--- src/rtl/block_serial_skip_subtractor.sv ---
// Block-serial subtractor: one BLOCK_WIDTH slice per cycle, LSB slice first.
// Each slice ripples its borrow internally. A skip mux passes the borrow straight through when A and B are equal across the slice.
//
// state     | meaning
// ----------+-------------------------------------------------
// ST_IDLE   | ready_o high, waiting for valid_i
// ST_COMPUTE| processing slice cnt_q, borrow chained via bin_q
// ST_DONE   | valid_o pulse, result/borrow/overflow final
module block_serial_skip_subtractor #(
   parameter int DATA_WIDTH  = 32,
   parameter int BLOCK_WIDTH = 4
) (
   input  logic                  clk_i,
   input  logic                  rst_i,
   input  logic [DATA_WIDTH-1:0] operand_A_i,
   input  logic [DATA_WIDTH-1:0] operand_B_i,
   input  logic                  borrow_i,
   input  logic                  valid_i,
   output logic                  ready_o,
   output logic [DATA_WIDTH-1:0] result_o,
   output logic                  borrow_o,
   output logic                  overflow_o,
   output logic                  valid_o
);

   localparam int N_BLOCKS = DATA_WIDTH / BLOCK_WIDTH;
   localparam int CNT_W    = (N_BLOCKS > 1) ? $clog2(N_BLOCKS) : 1;
   localparam logic [CNT_W-1:0] LAST_BLK = CNT_W'(N_BLOCKS - 1);

   typedef enum logic [1:0] {ST_IDLE, ST_COMPUTE, ST_DONE} state_t;

   state_t                 state_q, state_d;
   logic [DATA_WIDTH-1:0]  a_q, a_d, b_q, b_d;
   logic                   bin_q, bin_d;
   logic [CNT_W-1:0]       cnt_q, cnt_d;
   logic [DATA_WIDTH-1:0]  result_q, result_d;
   logic                   borrow_q, borrow_d;
   logic                   overflow_q, overflow_d;

   logic [BLOCK_WIDTH-1:0] a_blk, b_blk, d_blk;
   logic                   rip_b, blk_bout, blk_eq;
   int                     blk_base;

   always_ff @(posedge clk_i or posedge rst_i) begin
      if (rst_i) begin
         state_q    <= ST_IDLE;
         a_q        <= '0;
         b_q        <= '0;
         bin_q      <= 1'b0;
         cnt_q      <= '0;
         result_q   <= '0;
         borrow_q   <= 1'b0;
         overflow_q <= 1'b0;
      end else begin
         state_q    <= state_d;
         a_q        <= a_d;
         b_q        <= b_d;
         bin_q      <= bin_d;
         cnt_q      <= cnt_d;
         result_q   <= result_d;
         borrow_q   <= borrow_d;
         overflow_q <= overflow_d;
      end
   end

   // Slice datapath: ripple borrow, then skip mux on an all-equal slice.
   always_comb begin
      blk_base = int'(cnt_q) * BLOCK_WIDTH;
      a_blk    = BLOCK_WIDTH'(a_q >> blk_base);
      b_blk    = BLOCK_WIDTH'(b_q >> blk_base);
      d_blk    = '0;
      rip_b    = bin_q;
      for (int i = 0; i < BLOCK_WIDTH; i++) begin
         d_blk[i] = a_blk[i] ^ b_blk[i] ^ rip_b;
         rip_b    = (~a_blk[i] & b_blk[i]) | (~(a_blk[i] ^ b_blk[i]) & rip_b);
      end
      blk_eq   = &(~(a_blk ^ b_blk));
      blk_bout = blk_eq ? bin_q : rip_b;
   end

   always_comb begin
      state_d    = state_q;
      a_d        = a_q;
      b_d        = b_q;
      bin_d      = bin_q;
      cnt_d      = cnt_q;
      result_d   = result_q;
      borrow_d   = borrow_q;
      overflow_d = overflow_q;
      case (state_q)
         ST_IDLE: begin
            if (valid_i) begin
               a_d     = operand_A_i;
               b_d     = operand_B_i;
               bin_d   = borrow_i;
               cnt_d   = '0;
               state_d = ST_COMPUTE;
            end
         end
         ST_COMPUTE: begin
            result_d[blk_base +: BLOCK_WIDTH] = d_blk;
            bin_d = blk_bout;
            cnt_d = cnt_q + 1'b1;
            if (cnt_q == LAST_BLK) begin
               cnt_d      = '0;
               borrow_d   = blk_bout;
               overflow_d = (a_q[DATA_WIDTH-1] != b_q[DATA_WIDTH-1]) &
                            (result_d[DATA_WIDTH-1] != a_q[DATA_WIDTH-1]);
               state_d    = ST_DONE;
            end
         end
         ST_DONE: state_d = ST_IDLE;
         default: state_d = ST_IDLE;
      endcase
   end

   assign ready_o    = (state_q == ST_IDLE);
   assign valid_o    = (state_q == ST_DONE);
   assign result_o   = result_q;
   assign borrow_o   = borrow_q;
   assign overflow_o = overflow_q;

endmodule
--- config.mk ---
export PLATFORM = sky130hd
export DESIGN_NAME = block_serial_skip_subtractor
export DESIGN_NICKNAME = d
export VERILOG_FILES = /design/src/rtl/block_serial_skip_subtractor.sv
export SDC_FILE = /design/constraint.sdc
export NUM_CORES = 1
export LEC_CHECK = 0
export CAP_MARGIN = 20
export CORE_UTILIZATION = 35
export CTS_BUF_LIST = sky130_fd_sc_hd__clkbuf_16
export CTS_CLUSTER_DIAMETER = 40
export DETAILED_ROUTE_END_ITERATION = 7
export PLACE_DENSITY = 0.71
export SYNTH_ARGS = -nofsm -noshare
export SYNTH_HDL_FRONTEND = slang
export SYNTH_SLANG_ARGS = --single-unit
export TNS_END_PERCENT = 5
--- constraint.sdc ---
create_clock -name clk_i -period 11.35 [get_ports clk_i]
set_input_delay 2.27 -clock clk_i [delete_from_list [all_inputs] [get_ports clk_i]]
set_output_delay 2.27 -clock clk_i [all_outputs]
set_load 0.01 [all_outputs]
==> results.json <==
{
  "max_freq_mhz": 244,
  "period_needed_ns": 4.09,
  "rsz_0062_raised_after_global_routing": "false",
  "post_route_cells_drive_above_1_share_pct": 28.4,
  "timing.slew.headroom_pct": 44.7,
  "htreeDepth": 3,
  "avgSynthCellArea_sq_um": 13.9,
  "synthDistinctLibCells": 35,
  "synth_async_sr_flop_share_pct": 100,
  "synth_area_leaders": "dfrtp_1, mux2_2, mux4_2, ha_1, nand2_1",
  "tritoncts": "done",
  "detailroute.via_count": 3052,
  "fin_tns_setup_ns": 0,
  "insertion_delay_ns": 0.34,
  "setup_viol_count_final": 0,
  "design.die.area_sq_mm": 0.0144,
  "maximum_capacitance_violations": 0,
  "synthMostInstantiatedCell": "dfrtp_1",
  "die_width_um": 120,
  "power.density_mw_per_mm2": 308,
  "routabilityCongestion": 0.772,
  "sequential_share_of_the_synthesized_area_pct": 53.3,
  "finalMaxSlewViolations": 0,
  "setup_repair_bufs_after_cts": 0,
  "grt_max_degree": 67,
  "multi_input_area_sq_mm": 0.00211,
  "p_total_uw": 1960,
  "floorplan.rows": 42,
  "crit_path_arrival_time_ns": 4.32,
  "yosys-top-cells-count": "dfrtp_1, mux2_2, nand2_1, inv_1, nor2_1",
  "grt_first_pass_wirelength_um": 17500,
  "critical-path-top-cell-by-count": "fa_1",
  "first_global_vias": 3458,
  "worstSetupEndpointType": "flip-flop",
  "place_ws_ns": 7.17,
  "antenna-diode-count": 0,
  "synthesis.yosys.warnings": 0,
  "finalWirelength_um": 10400,
  "final_hpwl_dp_um": 7770,
  "worst_path_max_delay_cell": "dfrtp_1",
  "cts-root-buf": "clkbuf_16",
  "crit_chain": "buf_4, mux4_2, mux2i_1, fa_1, inv_1, fa_1, fa_1, inv_1, fa_1, nor2_1, mux2i_1, mux2i_1",
  "critPathRequiredTime_ns": 11.58,
  "first_pass_detailed_route_iteration_total": 4,
  "post_cts_hold_buffer_count": 0,
  "timing.final.hold_violations": 0,
  "timing_worst_slew_pin_value_ns": 0.829,
  "critical-path-top-delay-family": "adder cells",
  "yosys_most_used_dff": "dfrtp_1",
  "place.port_buffers": 103,
  "number_of_flops_mapped_to_enable_cells_by_yosys": 0,
  "path_clk_slew_ns": 0.07,
  "run_status": "finished, final reports clean",
  "synth.largest_area_cell": "dfrtp_1",
  "area.sequential_sq_mm": 0.00260,
  "syn_to_final_growth_pct": 30.3,
  "vias_per_cell": 4.84,
  "core_sq_mm": 0.0134,
  "net_count_after_synthesis": 435,
  "grt.total_usage_pct": 15.9,
  "synth_top_cell_area_share_pct": 53.3,
  "power.ir.vdd_worst_v": 0.000134,
  "mappedNetlistArea_sq_mm": 0.00488,
  "cts.sink_count": 104,
  "initial_utilization_pct": 36.4,
  "num_io_pins": 104,
  "crit_path_max_fanout": 15,
  "drt.antenna.violating_nets": 0,
  "final_core_utilization_pct": 47.5,
  "path_class": "reg -> reg",
  "fill_cells": 1218,
  "finClkSkew_ns": 0.00667,
  "netlist_instances": 352,
  "fin_hold_ws_ns": 0.488,
  "drt-initial-drc-count": 141,
  "postLayoutSetupSlackWorst_ns": 7.26,
  "timing.critical_path.from_type": "flip-flop",
  "drc": 0,
  "path_buf_inv": 3,
  "delay_of_the_slowest_cell_on_the_worst_path_ns": 0.76,
  "cts_made_buffers": 9,
  "die_height_um": 120,
  "postSynthRegisterBits": 104,
  "avgRoutedWirePerCell_um": 16.5,
  "power.leakage_uw": 0.00274,
  "cts.repair.resized": 0,
  "globalRouteOverflowTotal": 0,
  "grt_antenna_before_repair": 0,
  "cts_buffer_depth": 2,
  "timing.final.crit_share_pct": 36.1,
  "worstHoldPathType": "reg -> reg",
  "finalNetCount": 536
}
[layout by cell type, fill, tap and decap left out, types with 2 or more instances in the layout]
cell type        instances
nand2_1                 25
nand2_2                  4
clkdlybuf4s50_1        103
nand3_1                  2
and2_1                   4
nor2_1                  17
mux2_2                  85
inv_1                   16
nand2b_1                 2
nor2b_1                  2
dfrtp_1                104
bufinv_16                2
mux4_2                  13
mux2i_1                  8
fa_1                     4
mux4_1                   3
ha_1                    11
a21oi_1                  2
nor3_1                   4
nand4_1                  3
nand3b_1                 2
o31ai_1                  5
o21ai_2                  4
clkbuf_16                9
buf_4                    4
nor3b_1                  2
o21ai_0                  3
[where the power goes]
part	switching [uW]	internal, uW
Combinational	481	502
Clock	128	189
Sequential	111	545
[routing by layer]
layer / wire length [um] / global-route usage, %
met1: 4910 / 20.8
met2: 4970 / 25.8
met3: 406 / 3.90
met4: 157 / 5.39
met5: 0 / 0
[worst min-delay path: stages (launching register included)]
cell	delay (ns)
dfrtp_1	0.35
nand2_1	0.05
o31ai_1	0.05
[state kept, by name (all words and copies together), names as in the netlist]
signal / cells
a_q: 32
b_q: 32
result_o: 32
cnt_q: 3
state_q: 2
bin_q: 1
borrow_o: 1
overflow_o: 1
[stage by stage]
step / area (sq um) / std cells
floorplan: 4880 / 352
detailed placement: 6060 / 618
CTS: 6360 / 631
global route: 6360 / 631
finish: 6360 / 631
global placement: 6060 / 618
[final timing paths]
check | start | end | slack, ns | cells after the start
setup / recovery | cnt_q[0] | overflow_o | 7.26 | 12
hold / removal | result_o[14] | result_o[14] | 0.49 | 2
setup reg to reg | cnt_q[0] | overflow_o | 7.26 | 12
hold reg to reg | result_o[14] | result_o[14] | 0.49 | 2
max in group asynchronous | rst_i | b_q[21] | 7.84 | 3
min in group asynchronous | rst_i | a_q[0] | 2.40 | 2
[logic make-up (layout without fill, tap and decap cells)]
kind of cell,count (synthesis),after routing,share of synthesized area [%]
AOI/OAI and AO/OA,18,18,2.72
adders and majority gates,15,15,4.46
muxes,109,109,28.9
and+or+nand+nor,71,71,7.15
buffers and inverters,35,138,3.49
DFF,104,104,53.3
[layout make-up]
cell class,count,share of cell area [%]
inverter,18,1.10
tap,176,3.46
sequential,104,40.9
clock buffer,9,3.54
multi-input combinational,213,33.2
timing repair buffer,107,16.7
clock inverter,4,1.14
Note: power is estimated with default switching activity, not from simulation.
